`src/rtl/pp3_sync_fifo.sv`:
```
// Synchronous FIFO with registered read data, registered full/empty/count
// and sticky overflow/underflow flags. All flops use synchronous reset only.
module pp3_sync_fifo #(
    parameter int   WIDTH = 8,
    parameter int   DEPTH = 4,
    parameter logic INIT  = 1'b0
) (
    input  logic                     clk_i,
    input  logic                     rst_i,
    input  logic                     en_i,
    input  logic                     wr_i,
    input  logic [WIDTH-1:0]         d_i,
    input  logic                     rd_i,
    output logic [WIDTH-1:0]         q_o,
    output logic                     full_o,
    output logic                     empty_o,
    output logic [$clog2(DEPTH):0]   count_o,
    output logic                     ovf_o,
    output logic                     udf_o
);

    localparam int AW = $clog2(DEPTH);
    localparam int CW = AW + 1;

    logic [WIDTH-1:0] mem [DEPTH];

    logic [AW-1:0]    wptr_q, wptr_d;
    logic [AW-1:0]    rptr_q, rptr_d;
    logic [CW-1:0]    count_q, count_d;
    logic             full_q, full_d;
    logic             empty_q, empty_d;
    logic             ovf_q, ovf_d;
    logic             udf_q, udf_d;
    logic [WIDTH-1:0] q_q, q_d;

    logic             rdOk;
    logic             wrOk;

    // A read frees a slot in the same cycle, so a full FIFO still accepts a write alongside a read.
    assign rdOk = en_i & rd_i & ~empty_q;
    assign wrOk = en_i & wr_i & (~full_q | rdOk);

    always_comb begin
        wptr_d  = wptr_q;
        rptr_d  = rptr_q;
        count_d = count_q;
        q_d     = q_q;
        ovf_d   = ovf_q;
        udf_d   = udf_q;

        if (wrOk) begin
            wptr_d = wptr_q + AW'(1);
        end
        if (rdOk) begin
            rptr_d = rptr_q + AW'(1);
            q_d    = mem[rptr_q];
        end

        if (wrOk && !rdOk) begin
            count_d = count_q + CW'(1);
        end else if (rdOk && !wrOk) begin
            count_d = count_q - CW'(1);
        end

        if (en_i && wr_i && !wrOk) begin
            ovf_d = 1'b1;
        end
        if (en_i && rd_i && empty_q) begin
            udf_d = 1'b1;
        end

        full_d  = (count_d == CW'(DEPTH));
        empty_d = (count_d == '0);
    end

    always_ff @(posedge clk_i) begin
        if (rst_i) begin
            wptr_q  <= '0;
            rptr_q  <= '0;
            count_q <= '0;
            full_q  <= 1'b0;
            empty_q <= 1'b1;
            ovf_q   <= 1'b0;
            udf_q   <= 1'b0;
            q_q     <= {WIDTH{INIT}};
        end else begin
            wptr_q  <= wptr_d;
            rptr_q  <= rptr_d;
            count_q <= count_d;
            full_q  <= full_d;
            empty_q <= empty_d;
            ovf_q   <= ovf_d;
            udf_q   <= udf_d;
            q_q     <= q_d;
        end
    end

    // Storage has no reset; nothing reads an entry before it has been written.
    always_ff @(posedge clk_i) begin
        if (!rst_i && wrOk) begin
            mem[wptr_q] <= d_i;
        end
    end

    assign q_o     = q_q;
    assign full_o  = full_q;
    assign empty_o = empty_q;
    assign count_o = count_q;
    assign ovf_o   = ovf_q;
    assign udf_o   = udf_q;

endmodule
```
`config.mk`:
```
export PLATFORM = sky130hd
export DESIGN_NAME = pp3_sync_fifo
export DESIGN_NICKNAME = d
export VERILOG_FILES = /design/src/rtl/pp3_sync_fifo.sv
export SDC_FILE = /design/constraint.sdc
export NUM_CORES = 1
export LEC_CHECK = 0
export CAP_MARGIN = 10
export CORE_AREA = 4 4 74 76
export DETAILED_ROUTE_END_ITERATION = 7
export DIE_AREA = 0 0 78 80
export PLACE_DENSITY = 0.68
export SYNTH_ARGS = -nofsm -noshare
export SYNTH_HDL_FRONTEND = slang
export SYNTH_SLANG_ARGS = --single-unit
```
`constraint.sdc`:
```
create_clock -name clk_i -period 3.3 [get_ports clk_i]
set_input_delay 0.99 -clock clk_i [delete_from_list [all_inputs] [get_ports clk_i]]
set_output_delay 0.99 -clock clk_i [all_outputs]
set_load 0.02 [all_outputs]
```
==> run summary <==
final WL = 3.51 mm
Post-CTS Hold Buffers = 0
Crit Path Max Fanout = 8
remaining global-route overflow = 0
buffer levels on the longest clock path = 2
mean post-synth cell area = 14.3 um2
asr flop ratio synth = 0%
detailed placement HPWL = 2.64 mm
Num CTS Buffers = 5
Boundary Pins = 28
area occupied by multi-input gates = 607 um2
critical-path cell list = clkdlybuf4s50_1 -> nand2b_2 -> a21oi_2 -> nor2b_1 -> and2_1
WP data arrival = 2480 ps
crit end category = register
routability cong. = 0.811
crit path buf inv count = 1
Initial Util = 42.2%
remaining antenna violation count after routing = 0
Final min period = 2510 ps
final hold vios = 0
Vias = 1171
clk_lat worst skew = 310 ps
Die X = 78 um
Synth Flop Type = edfxtp_1
WS Path Type = in -> reg
Diodes inserted = 0
HP Class = reg -> reg
setup TNS = 0 ps
synth-to-layout area growth = 23.7%
cell count along the critical path = 5
register area = 1340 um2
CTS tree = yes
CP Data Required Time = 3270 ps
Wirelength per Cell = 14.7 um
yosys warns = 0
Post-Syn Area = 1990 um2
router iterations before antenna repair = 4
Vias/cell = 4.90
PD cells = 523 nW/um2
peak supply drop = 0.298 mV
flops & latches, synth = 51
Finished Core Util = 52.2%
Mapped Cells = 139
first-pass GRT wire length = 5.75 mm
Worst path top cell family by delay = simple AND/OR/NAND/NOR gates
Setup violations, final = 0
Post-route DRC = 0
PostCTS Resize Cnt = 0
Hold Crit Depth = 2
largest net degree at the start of global routing = 19
Max-Cap Viols = 0
crit start category = primary input
Core Footprint = 4720 um2
R2R cell count = 4
CTS sink count = 51
final net count = 190
relative slew slack = 59.9%
input/output buffers = 27
final worst slack = 788 ps
leakage power = 0.000830 uW
RSZ-0062 raised after global routing = no
layout cells sized above 1 = 13.4%
Final Skew = 11.4 ps
Yosys cell types = 30
vias in the first global route = 1141
DP Worst Slack = 471 ps
Crit-path slowest cell = clkdlybuf4s50_1
die area = 6240 um2
root buffer cell = clkbuf_8
syn nets = 158
number of fill cells = 380
Slew @ Worst Pin = 601 ps
postcts setup bufs = 0
Final Max Tran Viols = 0
initial antenna violation count = 0
total track usage = 11.9%
Die Span Y = 80 um
clock-pin slew on the worst setup and hold paths = 90 ps
CP peak stage delay = 530 ps
sequential cell area fraction in the yosys report = 67.3%
1st-iter DRT viols = 78
number of synthesized flops with an enable pin = 32
fin crit share = 76.1%
H-tree levels = 2
outcome = completed
max frequency = 398 MHz
row count = 25
where the power goes:
group / switching (uW) / internal [uW]
Combinational: 64.8 / 70.6
Sequential: 16.8 / 696
Clock: 213 / 230
cell type report:
type	count	area share, %
inverter	5	0.761
multi-input combinational	77	24.6
clock buffer	5	2.79
timing repair buffer	31	12.2
tap	67	3.40
clock inverter	3	1.93
sequential	51	54.4
through the flow:
step / power [uW] / cells / instance area [um2] / hold slack, ps
after floorplan: 803 / 139 / 1990 / 533
after global placement: 861 / 231 / 2350 / 446
after detailed placement: 865 / 231 / 2350 / 448
after CTS: 1300 / 239 / 2470 / 462
after global routing: 1350 / 239 / 2470 / 482
final: 1290 / 239 / 2470 / 459
synthesized netlist by cell type (2+ instances only):
cell,count,area share (%)
xor2_1,2,0.88
and2_1,4,1.3
ha_1,6,3.8
mux4_2,8,9.0
dfxtp_1,19,19
edfxtp_1,32,48
inv_1,5,0.94
nand2_1,18,3.4
nor2_1,11,2.1
a21oi_1,9,2.3
buf_2,4,1.0
xnor2_1,3,1.3
placed cells by master (no fill, tap or decap), types with 2 or more instances in the layout:
cell type / count
clkbuf_8: 5
nand2_1: 18
and2_1: 4
inv_1: 5
a21oi_1: 9
buf_4: 4
mux4_2: 8
nor2_1: 11
xnor2_1: 3
xor2_1: 2
dfxtp_1: 19
ha_1: 6
clkdlybuf4s50_1: 27
edfxtp_1: 32
cell families (layout without fill, tap and decap cells):
family,after synthesis,after routing,share of synthesized area [%]
AOI/OAI and AO/OA,18,18,5.96
xor gates and xnor gates,5,5,2.20
adders and majority gates,6,6,3.76
buffers and inverters,11,44,2.32
DFF,51,51,67.3
muxes,8,8,9.03
and+or+nand+nor,40,40,9.47
routing by layer:
metal	vias to the layer above	part of all wire, %	wire [um]	track usage [%]
met5	-	0	0	0
met4	0	0.71	25	3.67
met3	4	6.3	221	3.95
met2	32	45	1570	18.0
met1	565	48	1690	16.2
li1	570	-	-	-
tightest hold or removal path: stages (launching register included):
cell and delay, ps:
dfxtp_1 320, nand2_1 50, a21oi_1 50
flip-flops by register name, summed over array words and instances, names as in the netlist:
register and count:
ovf_o 1, rptr_q 2, udf_o 1, empty_o 1, mem 32, q_o 8, full_o 1, count_o 3
wptr_q 2
worst paths after layout:
kind	startpoint	endpoint	slack, ps
setup / recovery	rd_i	mem[1][3]	790
hold / removal	q_o[2]	q_o[2]	460
setup reg to reg	empty_o	mem[1][3]	1550
hold reg to reg	q_o[2]	q_o[2]	460
(Power assumes the default switching activity.)
